==> src/rtl/d_router_pkg.sv <==
// Shared types, constants and helpers for the data-side bus router.
package d_router_pkg;

    typedef enum logic [1:0] {
        ST_IDLE     = 2'd0,
        ST_RD_WAIT  = 2'd1,
        ST_WR_WAIT  = 2'd2,
        ST_ERR_RESP = 2'd3
    } state_t;

    localparam logic [31:0] ERR_RDATA_DEF = 32'hDEAD_BEEF;

    // Lowest bit of field idx in a vector packed from equal-width fields.
    function automatic int unsigned slice_lo(input int unsigned idx, input int unsigned width);
        return idx * width;
    endfunction

endpackage

==> src/rtl/d_router_if.sv <==
// Core load/store port plus per-target fan-out of the data-side router.
interface d_router_if #(
    parameter int unsigned XLEN     = 32,
    parameter int unsigned ADDR_LEN = 14,
    parameter int unsigned N_TGT    = 4
);
    localparam int unsigned BE_W = XLEN / 8;

    logic [ADDR_LEN-1:0]       addr;
    logic                      rd_req;
    logic                      wr_req;
    logic [BE_W-1:0]           wr_be;
    logic [XLEN-1:0]           wr_data;
    logic                      rd_ready;
    logic                      wr_ready;
    logic [XLEN-1:0]           rd_data;
    logic                      err;

    logic [N_TGT*ADDR_LEN-1:0] t_addr;
    logic [N_TGT-1:0]          t_rd_en;
    logic [N_TGT-1:0]          t_wr_en;
    logic [N_TGT*BE_W-1:0]     t_wr_be;
    logic [XLEN-1:0]           t_wr_data;
    logic [N_TGT*XLEN-1:0]     t_rd_data;
    logic [N_TGT-1:0]          t_rd_ready;
    logic [N_TGT-1:0]          t_wr_ready;

    // Router side.
    modport slave (
        input  addr, rd_req, wr_req, wr_be, wr_data,
        output rd_ready, wr_ready, rd_data, err,
        output t_addr, t_rd_en, t_wr_en, t_wr_be, t_wr_data,
        input  t_rd_data, t_rd_ready, t_wr_ready
    );

    // Core and target side.
    modport master (
        output addr, rd_req, wr_req, wr_be, wr_data,
        input  rd_ready, wr_ready, rd_data, err,
        input  t_addr, t_rd_en, t_wr_en, t_wr_be, t_wr_data,
        output t_rd_data, t_rd_ready, t_wr_ready
    );

endinterface

==> src/rtl/d_router_addr_decode.sv <==
// Base/mask window compare with lowest-index priority, plus per-target offsets.
module d_router_addr_decode
    import d_router_pkg::*;
#(
    parameter int unsigned             ADDR_LEN = 14,
    parameter int unsigned             N_TGT    = 4,
    parameter int unsigned             SEL_W    = 2,
    parameter logic [N_TGT*ADDR_LEN-1:0] TGT_BASE = '0,
    parameter logic [N_TGT*ADDR_LEN-1:0] TGT_MASK = '0
) (
    input  logic [ADDR_LEN-1:0]       i_addr,
    output logic                      o_hit,
    output logic [SEL_W-1:0]          o_sel,
    output logic [N_TGT*ADDR_LEN-1:0] o_offset
);

    logic [N_TGT-1:0] w_match;

    // Window match and modular offset for every target.
    always_comb begin
        w_match  = '0;
        o_offset = '0;
        for (int unsigned i = 0; i < N_TGT; i++) begin
            w_match[i] = (i_addr & TGT_MASK[slice_lo(i, ADDR_LEN) +: ADDR_LEN])
                         == TGT_BASE[slice_lo(i, ADDR_LEN) +: ADDR_LEN];
            o_offset[slice_lo(i, ADDR_LEN) +: ADDR_LEN] =
                i_addr - TGT_BASE[slice_lo(i, ADDR_LEN) +: ADDR_LEN];
        end
    end

    // Overlapping windows resolve to the lowest index.
    always_comb begin
        o_hit = 1'b0;
        o_sel = '0;
        for (int unsigned i = 0; i < N_TGT; i++) begin
            if (w_match[i] && !o_hit) begin
                o_hit = 1'b1;
                o_sel = SEL_W'(i);
            end
        end
    end

endmodule

==> src/rtl/d_router.sv <==
// Data-side bus router: decodes core requests onto N_TGT targets, one outstanding
// transaction, with variable-latency completion, decode-error and timeout responses.
module d_router
    import d_router_pkg::*;
#(
    parameter int unsigned               XLEN      = 32,
    parameter int unsigned               ADDR_LEN  = 14,
    parameter int unsigned               N_TGT     = 4,
    parameter logic [N_TGT*ADDR_LEN-1:0] TGT_BASE  = '0,
    parameter logic [N_TGT*ADDR_LEN-1:0] TGT_MASK  = '0,
    parameter int unsigned               TIMEOUT   = 15,
    parameter logic [31:0]               ERR_RDATA = ERR_RDATA_DEF
) (
    input  logic       clk,
    input  logic       rstb,
    d_router_if.slave  bus
);

    localparam int unsigned   BE_W     = XLEN / 8;
    localparam int unsigned   SEL_W    = (N_TGT > 1) ? $clog2(N_TGT) : 1;
    localparam int unsigned   CNT_W    = $clog2(TIMEOUT + 1);
    localparam logic [XLEN-1:0] ERR_WORD = XLEN'(ERR_RDATA);

    state_t                    r_state;
    state_t                    w_next;
    logic [SEL_W-1:0]          r_sel;
    logic [ADDR_LEN-1:0]       r_addr;
    logic [XLEN-1:0]           r_data;
    logic                      r_is_wr;
    logic [CNT_W-1:0]          r_cnt;

    logic [ADDR_LEN-1:0]       w_dec_addr;
    logic                      w_hit;
    logic [SEL_W-1:0]          w_sel;
    logic [N_TGT*ADDR_LEN-1:0] w_offset;
    logic                      w_tgt_rd_rdy;
    logic                      w_tgt_wr_rdy;
    logic                      w_timeout;
    logic [XLEN-1:0]           w_tgt_rdata;

    // Live address decides in IDLE; the latched one drives offsets while waiting.
    assign w_dec_addr = (r_state == ST_IDLE) ? bus.addr : r_addr;

    d_router_addr_decode #(
        .ADDR_LEN (ADDR_LEN),
        .N_TGT    (N_TGT),
        .SEL_W    (SEL_W),
        .TGT_BASE (TGT_BASE),
        .TGT_MASK (TGT_MASK)
    ) u_decode (
        .i_addr   (w_dec_addr),
        .o_hit    (w_hit),
        .o_sel    (w_sel),
        .o_offset (w_offset)
    );

    assign w_tgt_rd_rdy = bus.t_rd_ready[r_sel];
    assign w_tgt_wr_rdy = bus.t_wr_ready[r_sel];
    assign w_tgt_rdata  = bus.t_rd_data[slice_lo(32'(r_sel), XLEN) +: XLEN];
    assign w_timeout    = (r_cnt == CNT_W'(TIMEOUT - 1));

    always_ff @(posedge clk or negedge rstb) begin
        if (!rstb) begin
            r_state <= ST_IDLE;
        end else begin
            r_state <= w_next;
        end
    end

    always_comb begin
        w_next = r_state;
        case (r_state)
            ST_IDLE: begin
                if (bus.wr_req) begin
                    w_next = w_hit ? ST_WR_WAIT : ST_ERR_RESP;
                end else if (bus.rd_req) begin
                    w_next = w_hit ? ST_RD_WAIT : ST_ERR_RESP;
                end
            end
            ST_RD_WAIT: begin
                if (w_tgt_rd_rdy || w_timeout) begin
                    w_next = ST_IDLE;
                end
            end
            ST_WR_WAIT: begin
                if (w_tgt_wr_rdy || w_timeout) begin
                    w_next = ST_IDLE;
                end
            end
            ST_ERR_RESP: w_next = ST_IDLE;
            default:     w_next = ST_IDLE;
        endcase
    end

    // Target ready beats a coincident timeout.
    always_comb begin
        bus.rd_ready  = 1'b0;
        bus.wr_ready  = 1'b0;
        bus.rd_data   = '0;
        bus.err       = 1'b0;
        bus.t_addr    = w_offset;
        bus.t_rd_en   = '0;
        bus.t_wr_en   = '0;
        bus.t_wr_be   = '0;
        bus.t_wr_data = '0;
        case (r_state)
            ST_IDLE: begin
                if (bus.wr_req) begin
                    if (w_hit) begin
                        bus.t_wr_en[w_sel] = 1'b1;
                        bus.t_wr_be[slice_lo(32'(w_sel), BE_W) +: BE_W] = bus.wr_be;
                        bus.t_wr_data = bus.wr_data;
                    end
                end else if (bus.rd_req && w_hit) begin
                    bus.t_rd_en[w_sel] = 1'b1;
                end
            end
            ST_RD_WAIT: begin
                if (w_tgt_rd_rdy) begin
                    bus.rd_ready = 1'b1;
                    bus.rd_data  = w_tgt_rdata;
                end else if (w_timeout) begin
                    bus.rd_ready = 1'b1;
                    bus.err      = 1'b1;
                    bus.rd_data  = ERR_WORD;
                end
            end
            ST_WR_WAIT: begin
                bus.t_wr_data = r_data;
                if (w_tgt_wr_rdy) begin
                    bus.wr_ready = 1'b1;
                end else if (w_timeout) begin
                    bus.wr_ready = 1'b1;
                    bus.err      = 1'b1;
                    bus.rd_data  = ERR_WORD;
                end
            end
            ST_ERR_RESP: begin
                bus.err      = 1'b1;
                bus.rd_data  = ERR_WORD;
                bus.wr_ready = r_is_wr;
                bus.rd_ready = !r_is_wr;
            end
            default: begin
                bus.err = 1'b0;
            end
        endcase
    end

    // Transaction context captured at acceptance; wait counter runs in wait states.
    always_ff @(posedge clk or negedge rstb) begin
        if (!rstb) begin
            r_sel   <= '0;
            r_addr  <= '0;
            r_data  <= '0;
            r_is_wr <= 1'b0;
            r_cnt   <= '0;
        end else if (r_state == ST_IDLE) begin
            r_cnt <= '0;
            if (bus.wr_req || bus.rd_req) begin
                r_sel   <= w_sel;
                r_addr  <= bus.addr;
                r_is_wr <= bus.wr_req;
                r_data  <= bus.wr_req ? bus.wr_data : '0;
            end
        end else if ((r_state == ST_RD_WAIT) || (r_state == ST_WR_WAIT)) begin
            r_cnt <= r_cnt + CNT_W'(1);
        end
    end

endmodule

==> src/flat_wrapper.sv <==
// flat-port wrapper written by rule: the top's interface ports become plain ports
module d_router_flat import d_router_pkg::*;
#(
    parameter int unsigned               XLEN      = 32,
    parameter int unsigned               ADDR_LEN  = 14,
    parameter int unsigned               N_TGT     = 4,
    parameter logic [N_TGT*ADDR_LEN-1:0] TGT_BASE  = '0,
    parameter logic [N_TGT*ADDR_LEN-1:0] TGT_MASK  = '0,
    parameter int unsigned               TIMEOUT   = 15,
    parameter logic [31:0]               ERR_RDATA = ERR_RDATA_DEF
)
  (clk, rstb, bus_addr, bus_rd_req, bus_wr_req, bus_wr_be, bus_wr_data, bus_rd_ready, bus_wr_ready, bus_rd_data, bus_err, bus_t_addr, bus_t_rd_en, bus_t_wr_en, bus_t_wr_be, bus_t_wr_data, bus_t_rd_data, bus_t_rd_ready, bus_t_wr_ready);
  d_router_if #(.XLEN(XLEN), .ADDR_LEN(ADDR_LEN), .N_TGT(N_TGT)) bus_i ();
  input  logic clk;
  input  logic rstb;
  input wire logic [$bits(bus_i.addr)-1:0] bus_addr;
  input wire logic [$bits(bus_i.rd_req)-1:0] bus_rd_req;
  input wire logic [$bits(bus_i.wr_req)-1:0] bus_wr_req;
  input wire logic [$bits(bus_i.wr_be)-1:0] bus_wr_be;
  input wire logic [$bits(bus_i.wr_data)-1:0] bus_wr_data;
  output wire logic [$bits(bus_i.rd_ready)-1:0] bus_rd_ready;
  output wire logic [$bits(bus_i.wr_ready)-1:0] bus_wr_ready;
  output wire logic [$bits(bus_i.rd_data)-1:0] bus_rd_data;
  output wire logic [$bits(bus_i.err)-1:0] bus_err;
  output wire logic [$bits(bus_i.t_addr)-1:0] bus_t_addr;
  output wire logic [$bits(bus_i.t_rd_en)-1:0] bus_t_rd_en;
  output wire logic [$bits(bus_i.t_wr_en)-1:0] bus_t_wr_en;
  output wire logic [$bits(bus_i.t_wr_be)-1:0] bus_t_wr_be;
  output wire logic [$bits(bus_i.t_wr_data)-1:0] bus_t_wr_data;
  input wire logic [$bits(bus_i.t_rd_data)-1:0] bus_t_rd_data;
  input wire logic [$bits(bus_i.t_rd_ready)-1:0] bus_t_rd_ready;
  input wire logic [$bits(bus_i.t_wr_ready)-1:0] bus_t_wr_ready;
  assign bus_i.addr = bus_addr;
  assign bus_i.rd_req = bus_rd_req;
  assign bus_i.wr_req = bus_wr_req;
  assign bus_i.wr_be = bus_wr_be;
  assign bus_i.wr_data = bus_wr_data;
  assign bus_rd_ready = bus_i.rd_ready;
  assign bus_wr_ready = bus_i.wr_ready;
  assign bus_rd_data = bus_i.rd_data;
  assign bus_err = bus_i.err;
  assign bus_t_addr = bus_i.t_addr;
  assign bus_t_rd_en = bus_i.t_rd_en;
  assign bus_t_wr_en = bus_i.t_wr_en;
  assign bus_t_wr_be = bus_i.t_wr_be;
  assign bus_t_wr_data = bus_i.t_wr_data;
  assign bus_i.t_rd_data = bus_t_rd_data;
  assign bus_i.t_rd_ready = bus_t_rd_ready;
  assign bus_i.t_wr_ready = bus_t_wr_ready;
  d_router #(.XLEN(XLEN), .ADDR_LEN(ADDR_LEN), .N_TGT(N_TGT), .TGT_BASE(TGT_BASE), .TGT_MASK(TGT_MASK), .TIMEOUT(TIMEOUT), .ERR_RDATA(ERR_RDATA)) u_core (.clk(clk), .rstb(rstb), .bus(bus_i));
endmodule
==> config.mk <==
export PLATFORM = sky130hd
export DESIGN_NAME = d_router_flat
export DESIGN_NICKNAME = d
export VERILOG_FILES = /design/src/rtl/d_router_pkg.sv /design/src/rtl/d_router_if.sv /design/src/rtl/d_router_addr_decode.sv /design/src/rtl/d_router.sv /design/src/flat_wrapper.sv
export SDC_FILE = /design/constraint.sdc
export NUM_CORES = 1
export LEC_CHECK = 0
export CORE_AREA = 5 5 129 131
export CTS_BUF_LIST = sky130_fd_sc_hd__clkbuf_16
export DETAILED_ROUTE_END_ITERATION = 10
export DIE_AREA = 0 0 134 136
export SETUP_SLACK_MARGIN = 0.15
export SYNTH_ARGS = -nofsm -noshare
export SYNTH_HDL_FRONTEND = slang
export SYNTH_SLANG_ARGS = --single-unit
==> constraint.sdc <==
create_clock -name clk -period 1.84 [get_ports clk]
set_input_delay 0.276 -clock clk [delete_from_list [all_inputs] [get_ports clk]]
set_output_delay 0.276 -clock clk [all_outputs]
set_load 0.005 [all_outputs]
==> metrics.txt <==
outcome finished, violations left; failing checks negative setup slack; area leader, netlist dfrtp_1; DIE WIDTH 134 um; Area Growth Syn to Fin 97.1%; FFs w/ async S/R, synth 1.00; post-synthesis cell type count 30; Setup Skew 0.0114 ns; FF+latch count, synth 53; required time of the critical path 1.56 ns; leak pwr 3.46 nW; Slew Limit Fails 0; critical path cell sequence inv_1 > ha_2 > and3_4 > a31oi_4 > buf_6 > buf_6 > buf_12 > buf_16 > nand3_2 > buf_2; Clock Tree Root clkbuf_16; Final period util 1.18; die area 18200 um2; dominant synthesized flop cell dfrtp_1; CP arrival 1.90 ns; critical path class reg2out; unrepaired setup endpoints after global routing true; sequential area share after synthesis 0.394; Die Span Y 136 um; Detail Route Antenna Nets 0; CTS tree built; hold crit path type in2async; CP max stage delay 0.38 ns; Critical Path Start Type flop; worst-path fanout max 5; grt ovf 0; worst rel slew slack 0.630; DP HPWL 9030 um; CP max-delay cell dfrtp_1; first-pass GRT wire length 19700 um; Mapped Cells 339; number of placement rows 46; share of cells above drive strength 1 0.532; initial drt markers 108; Tightest Pin Transition 0.554 ns; Remaining DRCs 0; Via Count 3617; Final setup viols 111; CTS clk-pin slew, worst paths 0.08 ns; GRT Total Usage 0.135; Hold Fails Final Rpt 0; buffer depth of the longest clock path 2; Synth Cell Area 3360 um2; later-pin clock latency in the skew report 0.30 ns; max_cap viols 0; min cycle time layout 2.18 ns; final core utilization 0.428; Sink Count 53; IO buf count 216; pwr/cell area 1120 nW/um2; Routed Wire Length 14200 um; global placement routability congestion 0.855; Post-synth EDFFs 0; drt first pass iters 4; nets 781; largest net degree at the start of global routing 32; io pins 337; crit end category output pin; vias in the first global route 3753; Max Clock Freq 459 MHz; synthesized area per cell 9.92 um2; drt wl/cell 18.1 um; Initial Utilization 0.217; non-filler cells, final 783; top post-synthesis cells by area dfrtp_1, a22o_1, buf_4, mux2_2, nand3_1; Power Total 7.40 mW; Core Area 15500 um2; area share of the largest cell type after synthesis 0.394; synth warn 0; Via density 4.62; TritonCTS Buffers 5; worst vdd ir 612 uV; CTS H-Tree Depth 2; Worst Setup Slack, final -0.339 ns; initial antenna violation count 1; Placed Cells 712; Critical Path Most Common Cell buf_6
final cells by class:
class / count / area [um2]
Inverter: 3 / 11.3
Sequential cell: 53 / 1330
Timing Repair Buffer: 314 / 2970
Multi-Input combinational cell: 212 / 1910
Clock inverter: 3 / 43.8
Tap cell: 192 / 240
Fill cell: 1449 / 8850
Antenna cell: 1 / 2.50
Clock buffer: 5 / 125
per-layer routing:
metal / vias to the layer above / wire [um] / track usage
li1: 1642 / - / -
met1: 1748 / 5380 / 0.146
met2: 202 / 7330 / 0.255
met3: 25 / 1170 / 0.0389
met4: 0 / 340 / 0.0417
met5: - / 0 / 0
stage by stage:
step / area (um2) / setup slack, ns / TNS (ns) / hold WS [ns]
floorplan: 3440 / 0.154 / 0 / -0.0196
global placement: 5610 / -0.289 / -25.87 / 0.295
detailed placement: 5610 / -0.329 / -27.91 / 0.295
CTS: 6250 / -0.395 / -29.79 / 0.508
global route: 6630 / -0.407 / -25.48 / 0.518
finish: 6630 / -0.339 / -18.88 / 0.499
where the power goes:
group	switching, mW	internal [mW]
Clock	0.468	0.646
Combinational	1.72	2.72
Sequential	0.264	1.58
Total	2.46	4.95
sequential cells by signal (all words and copies together), names as in the netlist:
register        flops
u_core.r_addr      14
u_core.r_state      2
u_core.r_data      32
u_core.r_is_wr      1
u_core.r_cnt        4
placed cells by master, fill, tap and decap left out, drive strengths merged, types with 3 or more instances in the layout:
cell type | netlist | final
clkdlybuf4s50 | 0 | 86
dfrtp | 53 | 53
o21ai | 6 | 6
inv | 3 | 4
and2 | 10 | 10
a22o | 64 | 64
nand3 | 24 | 24
conb | 1 | 18
a21oi | 7 | 7
mux2 | 28 | 28
nor2 | 3 | 3
clkbuf | 9 | 67
and3 | 6 | 6
buf | 79 | 163
nand2 | 28 | 28
Yosys cell counts, drive strengths merged, types with 2 or more instances:
library cell,count
inv,3
buf,79
and2,10
nor2,3
nand3,24
nor2b,2
ha,2
clkbuf,9
dfrtp,53
a22o,64
mux2,28
a21oi,7
nand2,28
and3,6
o21ai,6
nand2b,2
a31oi,2
logic make-up after synthesis:
group / count (synthesis) / share of synthesized area
buffers and inverters: 91 / 0.182
AO/OA/AOI/OAI: 83 / 0.200
AND/OR/NAND/NOR: 81 / 0.121
flip-flops: 53 / 0.394
multiplexers: 28 / 0.0937
adder cells (fa/ha/maj): 2 / 0.00744
other: 1 / 0.00112
path summary, 6_finish.rpt:
| check | cells past startpoint | startpoint | slack, ns | end |
|---|---|---|---|---|
| setup / recovery | 10 | u_core.r_cnt[0] | -0.34 | bus_rd_data[2] |
| hold / removal | 2 | rstb | 0.50 | u_core.r_data[6] |
| setup reg to reg | 9 | u_core.r_state[1] | 0.12 | u_core.r_data[6] |
| hold reg to reg | 1 | u_core.r_data[19] | 0.51 | u_core.r_data[19] |
| max in group asynchronous | 3 | rstb | 0.76 | u_core.r_state[0] |
| min in group clk | 1 | u_core.r_data[19] | 0.51 | u_core.r_data[19] |
worst max-delay path: cells and delay by family (launching register included):
kind                     cells  cell delay, ns
buffers and inverters        6            0.68
flip-flops                   1            0.38
AND/OR/NAND/NOR              2            0.26
adder cells (fa/ha/maj)      1            0.19
AO/OA/AOI/OAI                1            0.10
timing repair:
action                                 in CTS  in global routing
gates resized for setup                   315                237
hold buffers                                1                  0
setup endpoints to repair                 176                136
pin swaps                                   9                 12
cloned                                      8                  3
endpoints found under the hold margin      22                  0
setup buffers                              22                 28
No activity file was read; power rests on OpenSTA's default activity.
